$ cat config.mk
export PLATFORM = sky130hd
export DESIGN_NAME = hack_cpu_ctrl
export DESIGN_NICKNAME = d
export VERILOG_FILES = /design/src/rtl/hack_cpu_ctrl.sv
export SDC_FILE = /design/constraint.sdc
export NUM_CORES = 1
export LEC_CHECK = 0
export CORE_MARGIN = 4
export CORE_UTILIZATION = 46
export DETAILED_ROUTE_END_ITERATION = 16
export PLACE_DENSITY = 0.85
export SLEW_MARGIN = 20
export SYNTH_ARGS = -nofsm -noshare
export SYNTH_HDL_FRONTEND = slang
export SYNTH_SLANG_ARGS = --single-unit
export TNS_END_PERCENT = 20
$ cat constraint.sdc
create_clock -name clk -period 3.6 [get_ports clk]
set_input_delay 0.72 -clock clk [delete_from_list [all_inputs] [get_ports clk]]
set_output_delay 0.72 -clock clk [all_outputs]
set_load 0.1 [all_outputs]
$ cat src/rtl/hack_cpu_ctrl.sv
// Multi-cycle Hack CPU control/register stage wrapped around an external ALU.
// Owns PC, A, D, IR and the memory-read latch; talks to ROM/RAM with valid handshakes.
module hack_cpu_ctrl #(
  parameter int unsigned ADDR_W   = 15,
  parameter int unsigned RESET_PC = 0
) (
  input  logic              clk,
  input  logic              reset,
  output logic [ADDR_W-1:0] rom_addr,
  output logic              rom_req,
  input  logic [15:0]       rom_data,
  input  logic              rom_valid,
  output logic [ADDR_W-1:0] mem_addr,
  output logic              mem_rd,
  input  logic [15:0]       mem_rdata,
  input  logic              mem_rvalid,
  output logic              mem_wr,
  output logic [15:0]       mem_wdata,
  output logic [15:0]       alu_x,
  output logic [15:0]       alu_y,
  output logic [5:0]        alu_ctrl,
  input  logic [15:0]       alu_out,
  input  logic              alu_zr,
  input  logic              alu_ng
);

  typedef enum logic [1:0] {
    FETCH  = 2'd0,
    DECODE = 2'd1,
    MREAD  = 2'd2,
    EXEC   = 2'd3
  } state_t;

  state_t            state;
  logic [15:0]       a_q;
  logic [15:0]       d_q;
  logic [15:0]       ir_q;
  logic [15:0]       m_q;
  logic [ADDR_W-1:0] pc_q;
  logic [ADDR_W-1:0] pc_inc;
  logic              take;

  // Jump condition from the ALU flags of the current computation
  assign take   = (ir_q[2] & alu_ng) | (ir_q[1] & alu_zr) | (ir_q[0] & ~alu_ng & ~alu_zr);
  assign pc_inc = pc_q + ADDR_W'(1);

  always_ff @(posedge clk or posedge reset) begin
    if (reset) begin
      state <= FETCH;
      pc_q  <= ADDR_W'(RESET_PC);
      a_q   <= '0;
      d_q   <= '0;
      ir_q  <= '0;
      m_q   <= '0;
    end else begin
      case (state)
        FETCH: begin
          if (rom_valid) begin
            ir_q  <= rom_data;
            state <= DECODE;
          end
        end
        DECODE: begin
          if (!ir_q[15]) begin
            a_q   <= ir_q;
            pc_q  <= pc_inc;
            state <= FETCH;
          end else if (ir_q[12]) begin
            state <= MREAD;
          end else begin
            state <= EXEC;
          end
        end
        MREAD: begin
          if (mem_rvalid) begin
            m_q   <= mem_rdata;
            state <= EXEC;
          end
        end
        EXEC: begin
          // Non-blocking updates: jump target and write address see the old A
          if (ir_q[5]) a_q <= alu_out;
          if (ir_q[4]) d_q <= alu_out;
          pc_q  <= take ? a_q[ADDR_W-1:0] : pc_inc;
          state <= FETCH;
        end
        default: state <= FETCH;
      endcase
    end
  end

  // Strobes are plain state decodes, gated so reset silences them immediately
  assign rom_req   = (state == FETCH) & ~reset;
  assign mem_rd    = (state == MREAD) & ~reset;
  assign mem_wr    = (state == EXEC) & ir_q[3] & ~reset;

  assign rom_addr  = pc_q;
  assign mem_addr  = a_q[ADDR_W-1:0];
  assign mem_wdata = alu_out;
  assign alu_x     = d_q;
  assign alu_y     = ir_q[12] ? m_q : a_q;
  assign alu_ctrl  = ir_q[11:6];

endmodule

==> flow_summary_export.csv, run 1 <==
group,metric,value,unit
run_status,status,"complete, no violations",
synth,synthCells,362,
die,rows,34,
clock_network,postCtsHoldBufs,0,
worst_setup_path,start_kind,"register",
worst_setup_path,crit_fanout,8,
die,core_area,8760,um2
grt,grt_overflow,0,
synth,netlist_area,4170,um2
worst_setup_path,cpLargestDelayFamily,"buffers and inverters",
routing,drtIter0Drc,138,
grt,grt_pass1_vias,3010,
worst_hold_path,hp-start,"m_q[5]",
place,port_buffers,140,
timing,clock_skew,5.89,ps
clock_network,cts.repair.resized,0,
layout,nets,515,
clock_network,cts_setup_buffers,0,
worst_setup_path,path_class,"register to output pin",
layout,num_antenna_cells,0,
worst_setup_path,cp_num_buf_inv,1,
synth,yosys_warnings,0,
synth,synth_edf_count,0,
synth,ys_seq_area_share,48.6,%
worst_hold_path,hp-class,"register to register",
synth,syn_area_per_cell,11.5,um2
die,die_w,103,um
place,gp_congestion,0.838,
timing,rsz0062_at_grt,"no",
worst_setup_path,crit_chain,"clkdlybuf4s50_1",
timing,period_minus_slack,2730,ps
die,io_pins,141,
grt,grt_max_degree,55,
die,dieArea,10700,um2
timing,holdWs,491,ps
place,hpwl,7.51,mm
synth,synth.net_count,417,
clock_network,cts.root.buffer_cell,"clkbuf_8",
layout,finalNonFillerCells,572,
clock_network,clock_path_buffers,2,
place,placedCellCount,557,
timing,timing.final.crit_share,75.8,%
synth,synthDistinctLibCells,40,
worst_setup_path,r2r-end,"rom_addr[14]",
worst_setup_path,cp_data_required_time,2880,ps
routing,first_pass_iters,5,
timing,fin_tns_setup,0,ps
routing,wire_per_inst,17.8,um
die,die_h,103,um
grt,antenna_found_initial,0,
clock_network,clk_pin_slew_worst_paths,80,ps
worst_setup_path,worstSetupEndpointType,"output pin",
clock_network,clk_latency,340,ps
clock_network,clock-sinks,81,
worst_setup_path,ff2ff_path_depth,5,
timing,setup_viol,0,
timing,hold_violations,0,
layout,layout_commonest_cell,"clkdlybuf4s50_1",
grt,grt_pass1_wl,15.7,mm
synth,ys_ff_latch,81,
clock_network,htree_levels,3,
worst_setup_path,cp-startpoint,"rom_addr[7]",
layout,drive_above_1_share,18.1,%
worst_setup_path,slowest_stage,"clkdlybuf4s50_1",
routing,drc,0,
synth,async_flop_share,100,%
timing,worstMarginPinSlew,1010,ps
routing,wirelength,10.2,mm
timing,max_slew_margin,32.6,%
worst_setup_path,rrSetupSlack,1260,ps
timing,finalMaxSlewViolations,0,
routing,ant_nets,0,
layout,final_cell_mix,"clkdlybuf4s50_1, dfrtp_1, mux2_1",
routing,vias,3080,
synth,ys.flop_type,"dfrtp_1",
routing,viasPerCell,5.38,
layout,syn2layout_area_growth,31.6,%
timing,max_freq,366,MHz
worst_setup_path,max_stage_delay,1190,ps
worst_setup_path,endpoint,"rom_addr[7]",
worst_setup_path,crit_arrival,2010,ps
clock_network,cts_tree,"built",
die,start_util,47.6,%
worst_setup_path,cp.depth,1,
layout,fillCellCount,716,
clock_network,numCtsBuffers,9,
worst_setup_path,reg2reg_from,"state[0]",
grt,track_usage,19.3,%
job,cap_viol_max_count,0,
-- state kept, by name (all words and copies together) (netlist names), named ones only --
register	cells
m_q	16
alu_x	16
a_q	16
ir_q	16
state	1
rom_addr	15
-- cell families (layout without fill, tap and decap cells) --
logic type      after synthesis  after routing  synth area share (%)
fa+ha+maj                     1              1                 0.300
flops                        81             81                  48.6
compound gates               53             53                  8.52
buf+inv                      66            168                  10.2
mux                          88             88                  22.9
simple gates                 73             73                  9.42
-- cell type report --
cell class | instances | area (um2) | area share, %
clock buffer | 11 | 151 | 2.76
multi-input combinational | 215 | 1720 | 31.4
clock inverter | 4 | 52.6 | 0.957
timing repair buffer | 146 | 1370 | 25.0
inverter | 7 | 30.0 | 0.547
sequential | 81 | 2030 | 36.9
tap | 108 | 135 | 2.46
-- cells in the mapped netlist, types with 2 or more instances --
library cell / number / share of area, %
and4_1: 2 / 0.42
nand4_1: 9 / 1.3
a2bb2oi_1: 10 / 2.1
and2_1: 2 / 0.30
nor2b_1: 4 / 0.60
dfrtp_1: 81 / 49
mux2_2: 13 / 3.5
nor2_1: 18 / 1.6
o21ai_1: 3 / 0.36
clkbuf_1: 5 / 0.45
a21o_1: 2 / 0.36
and3_1: 4 / 0.60
o21ai_0: 3 / 0.36
nand3_1: 10 / 1.2
mux2_1: 48 / 13
a21oi_2: 6 / 1.3
nand2_2: 2 / 0.30
buf_6: 2 / 0.54
a21oi_1: 24 / 2.9
nor3_1: 3 / 0.36
inv_1: 6 / 0.54
nand2_1: 11 / 0.99
buf_4: 40 / 7.2
buf_2: 11 / 1.3
nor3b_1: 2 / 0.36
mux2i_1: 27 / 6.5
-- routing by layer --
| metal | global-route usage [%] | wire length [um] | share of wire (%) |
|---|---|---|---|
| met1 | 25.8 | 4400 | 43 |
| met2 | 30.2 | 4920 | 48 |
| met3 | 5.70 | 778 | 7.6 |
| met4 | 6.37 | 116 | 1.1 |
| met5 | 0 | 0 | 0 |
-- metrics by stage --
stage                     instance area (um2)  util, %  setup slack (ps)
after floorplan                          4180        -              -163
after global placement                   5290     60.3               798
after detailed placement                 5290     60.3               763
after CTS                                5490     62.6               864
after global routing                     5490     62.6               812
final                                    5490     62.6               871
-- worst min-delay path by stage --
stage / slack, ps / to / cells after the start
global route: 510 / alu_x[4] / 1
finish: 490 / m_q[5] / 1
CTS: 500 / m_q[5] / 1
global placement: 470 / m_q[5] / 1
detailed placement: 480 / m_q[11] / 1
floorplan: 460 / ir_q[13] / 1
Power of run 1 is not shown: default switching activity piles up to over one toggle a cycle in this logic, so the estimate is an artifact.
==> run 2, diff against run 1 <==
- CORE_UTILIZATION: 46 -> 42
- PLACE_DENSITY: 0.85 -> 0.82
- clock period: 3.6 -> 2.27 ns (I/O delays scaled with it)
==> run 2 against run 1 <==
Compared with the run above:
- via count increased by 0.78%
- core utilization decreased by 1.7 points
- global-route usage is 0.21 points lower
- register-to-register slack worse by 830 ps
- sequential share of layout area decreased by 2.7 points
- die area rose by 8.8%
- non-clock buffer count rose by 7
- critical endpoint is now alu_y[8]
- highest routed layer unchanged
==> flow_summary_export.csv, run 2 (same netlist as run 1, synthesis figures left out) <==
group,metric,value,unit
clock_network,htree_levels,3,
layout,syn2layout_area_growth,42.2,%
clock_network,cts_tree,"built",
timing,timing.final.crit_share,91.4,%
clock_network,clk_pin_slew_worst_paths,90,ps
layout,fillCellCount,814,
grt,track_usage,19.1,%
die,core_area,9730,um2
grt,antenna_found_initial,0,
place,port_buffers,140,
routing,first_pass_iters,4,
worst_setup_path,ff2ff_path_depth,5,
timing,hold_violations,0,
clock_network,cts_setup_buffers,0,
clock_network,clock_path_buffers,2,
timing,finalMaxSlewViolations,0,
timing,rsz0062_at_grt,"no",
routing,viasPerCell,5.13,
place,gp_congestion,0.812,
timing,setup_ws,194,ps
clock_network,clk_latency,340,ps
job,cap_viol_max_count,0,
timing,period_minus_slack,2080,ps
timing,max_slew_margin,35.3,%
die,start_util,42.9,%
routing,wirelength,10.8,mm
layout,layout_commonest_cell,"dfrtp_1",
clock_network,clock-sinks,81,
worst_setup_path,path_class,"register to output pin",
clock_network,cts.root.buffer_cell,"clkbuf_8",
timing,setup_viol,0,
layout,nets,522,
grt,grt_max_degree,82,
timing,max_freq,482,MHz
grt,grt_pass1_vias,3332,
routing,ant_nets,0,
routing,drc,0,
run_status,status,"complete, no violations",
worst_hold_path,whs_path_depth,1,
worst_setup_path,worstSetupEndpointType,"output pin",
place,preCtsSetupSlack,53.9,ps
timing,worstMarginPinSlew,967,ps
worst_setup_path,start_kind,"register",
layout,num_antenna_cells,0,
grt,grt_overflow,0,
clock_network,postCtsHoldBufs,0,
routing,wire_per_inst,17.8,um
routing,drtIter0Drc,153,
worst_hold_path,hp-class,"register to register",
die,dieArea,11600,um2
die,io_pins,141,
worst_setup_path,crit_arrival,1620,ps
die,rows,36,
timing,fin_tns_setup,0,ps
die,die_w,108,um
routing,vias,3104,
grt,grt_pass1_wl,17.3,mm
place,hpwl,8.28,mm
clock_network,numCtsBuffers,9,
worst_setup_path,crit_fanout,10,
worst_setup_path,cp_data_required_time,1820,ps
die,die_h,108,um
layout,drive_above_1_share,31.8,%
timing,clock_skew,12.1,ps
layout,final_cell_mix,"dfrtp_1, buf_4, clkdlybuf4s50_1",
run 2: cell types whose count changed in the layout (fill, tap and decap cells not counted), moves of 2 or more:
cell             change
clkdlybuf4s50_1     -52
buf_4               +23
o21ai_0              -3
dfrtp_1              -2
o21ai_2              +3
dfrtp_2              +2
buf_12              +35
clkbuf_8             -2
run 2: cell type report:
| class | count | area (um2) | area share, % |
|---|---|---|---|
| multi-input combinational | 215 | 1750 | 29.5 |
| inverter | 7 | 30.0 | 0.506 |
| clock buffer | 10 | 128 | 2.15 |
| clock inverter | 6 | 91.3 | 1.54 |
| timing repair buffer | 153 | 1740 | 29.3 |
| sequential | 81 | 2030 | 34.2 |
| tap | 133 | 166 | 2.81 |
run 2: routing by layer:
| metal | vias up | track usage, % | part of all wire (%) |
|---|---|---|---|
| li1 | 1460 | - | - |
| met1 | 1516 | 24.3 | 42 |
| met2 | 112 | 31.8 | 51 |
| met3 | 16 | 5.28 | 6.6 |
| met4 | 0 | 5.41 | 1.3 |
| met5 | - | 0 | 0 |
run 2: path summary, 6_finish.rpt:
path                           from            to  slack, ps
max reg2reg                register  rom_addr[14]        430
min                        ir_q[14]      ir_q[14]        490
max                        ir_q[12]      alu_y[8]        190
min in group asynchronous     reset       m_q[15]        860
min reg2reg                ir_q[14]      ir_q[14]        490
max in group asynchronous     reset      ir_q[12]        900
run 2: through the flow:
step / instances / instance area, um2 / hold slack, ps / util, %
3_5_place_dp: 589 / 5710 / 475 / 58.6
2_1_floorplan: 362 / 4200 / 458 / -
6_report: 605 / 5930 / 492 / 61.0
3_3_place_gp: 589 / 5710 / 468 / 58.6
5_1_grt: 605 / 5930 / 509 / 61.0
4_1_cts: 605 / 5920 / 494 / 60.9
run 2: critical path, stage by stage, from the launching register on:
cell and delay, ps:
dfrtp_2 480, buf_4 240, mux2_2 380, buf_12 170
run 2: repair_timing:
| action | in CTS | in global routing |
|---|---|---|
| hold endpoints to repair | 0 | 0 |
| endpoints found under the setup margin | 0 | 3 |
| resized for setup | 0 | 2 |
Power of run 2 is left out for the same reason.
==> run 3, diff against run 2 <==
- CELL_PAD_IN_SITES_DETAIL_PLACEMENT: not set -> 1
- CELL_PAD_IN_SITES_GLOBAL_PLACEMENT: not set -> 2
- CORE_UTILIZATION: 42 -> 26
- MAX_ROUTING_LAYER: not set -> met4
- PLACE_DENSITY: 0.82 -> 0.81
- REMOVE_ABC_BUFFERS: not set -> 1
==> run 3 against run 2 <==
Compared with the run above:
- clock-buffer cell count up 2
- die area up 56%
- via count up 1.7%
- register-to-register slack about the same
- largest cell class unchanged
==> flow_summary_export.csv, run 3 (same netlist as run 1, synthesis figures left out) <==
group,metric,value,unit
die,core_area,15800,um2
place,gp_congestion,0.796,
timing,hold_violations,0,
worst_hold_path,whs_path_depth,1,
worst_setup_path,reg2reg_from,"rom_addr[7]",
worst_setup_path,start_kind,"register",
die,die_h,135,um
place,port_buffers,140,
worst_setup_path,path_class,"register to output pin",
grt,grt_max_degree,82,
timing,finalMaxSlewViolations,0,
grt,track_usage,14.6,%
routing,first_pass_iters,4,
grt,grt_pass1_vias,3568,
run_status,status,"complete, no violations",
timing,rsz0062_at_grt,"no",
worst_setup_path,max_stage_delay,550,ps
layout,layout_commonest_cell,"dfrtp_1",
clock_network,clock-sinks,81,
job,cap_viol_max_count,0,
grt,use_met1,17.7,%
die,dieArea,18100,um2
routing,wire_per_inst,18.6,um
clock_network,cts_tree,"built",
grt,met3_usage,2.72,%
clock_network,clk_latency,330,ps
timing,clock_skew,3.10,ps
layout,syn2layout_area_growth,46.6,%
worst_setup_path,worstSetupEndpointType,"output pin",
clock_network,clock_path_buffers,2,
worst_setup_path,ff2ff_path_depth,4,
place,hpwl,9.59,mm
worst_setup_path,r2r-end,"rom_addr[14]",
clock_network,numCtsBuffers,9,
worst_hold_path,hold-path-endpoint,"m_q[8]",
worst_setup_path,rrSetupSlack,420,ps
grt,grtUsageMet2,24.8,%
grt,antenna_found_initial,0,
layout,final_util,38.6,%
timing,max_slew_margin,62.5,%
layout,nets,523,
worst_setup_path,crit_chain,"nor2b_1 > and2_1 > buf_12",
die,io_pins,141,
routing,drc,0,
clock_network,clk_pin_slew_worst_paths,60,ps
die,rows,46,
clock_network,htree_levels,3,
grt,grt_overflow,0,
worst_setup_path,slowest_stage,"dfrtp_1",
clock_network,cts_setup_buffers,0,
worst_setup_path,crit_fanout,10,
routing,viasPerCell,4.59,
clock_network,cts.root.buffer_cell,"clkbuf_16",
die,die_w,135,um
routing,vias,3156,
layout,num_antenna_cells,0,
die,start_util,26.4,%
timing,timing.final.crit_share,92.3,%
worst_setup_path,cp_data_required_time,1820,ps
worst_hold_path,hp-class,"register to register",
layout,fillCellCount,1703,
layout,finalNonFillerCells,688,
timing,worstMarginPinSlew,561,ps
timing,setup_viol,0,
timing,fin_tns_setup,0,ps
routing,drtIter0Drc,139,
worst_setup_path,crit_arrival,1640,ps
layout,final_cell_mix,"dfrtp_1, buf_4, clkdlybuf4s50_1",
timing,period_minus_slack,2100,ps
worst_hold_path,hp-start,"m_q[8]",
place,preCtsSetupSlack,93.2,ps
place,placedCellCount,673,
layout,drive_above_1_share,30.5,%
timing,max_freq,477,MHz
grt,busiest_layer,"met2",
grt,grt_pass1_wl,20.2,mm
routing,ant_nets,0,
routing,wirelength,12.8,mm
timing,setup_ws,175,ps
-- run 3: worst max-delay path by stage --
stage                   endpoint  slack [ps]     start  cells past startpoint
floorplan               alu_y[0]       -1380    a_q[0]                      2
global placement    rom_addr[14]         120    alu_ng                      5
detailed placement   rom_addr[3]          90    alu_zr                      6
CTS                       mem_wr         100  register                      3
global route              mem_rd         110  register                      3
finish                    mem_rd         170  register                      3
-- run 3: critical path: cells and delay by family (launching register included) --
family / cells / cell delay [ps]
AND/OR/NAND/NOR: 2 / 580
buffers and inverters: 1 / 190
flip-flops: 1 / 550
-- run 3: area by class of cell --
class | instances | area [um2] | area share (%)
Sequential cell | 81 | 2030 | 33.2
Clock buffer | 12 | 256 | 4.20
Tap cell | 216 | 270 | 4.42
Multi-Input combinational cell | 215 | 1730 | 28.3
Clock inverter | 3 | 40.0 | 0.655
Timing Repair Buffer | 154 | 1760 | 28.9
Inverter | 7 | 27.5 | 0.450
-- run 3: stage by stage --
stage / cell area (um2) / hold WS, ps
after floorplan: 3770 / 458
after global placement: 5810 / 467
after detailed placement: 5810 / 479
after CTS: 6110 / 492
after global routing: 6110 / 508
final: 6110 / 492
-- run 3: per-layer routing --
| layer | vias to the layer above | share of wire (%) |
|---|---|---|
| met1 | 1605 | 43 |
| met5 | - | 0 |
| met3 | 14 | 3.8 |
| met2 | 77 | 52 |
| li1 | 1460 | - |
| met4 | 0 | 1.7 |
-- run 3: repair_timing --
item | in CTS | in global routing
setup endpoints to repair | 0 | 1
hold buffers | 0 | 0
gates resized for setup | 0 | 1
endpoints found under the hold margin | 0 | 0
Power of run 3 is left out for the same reason.
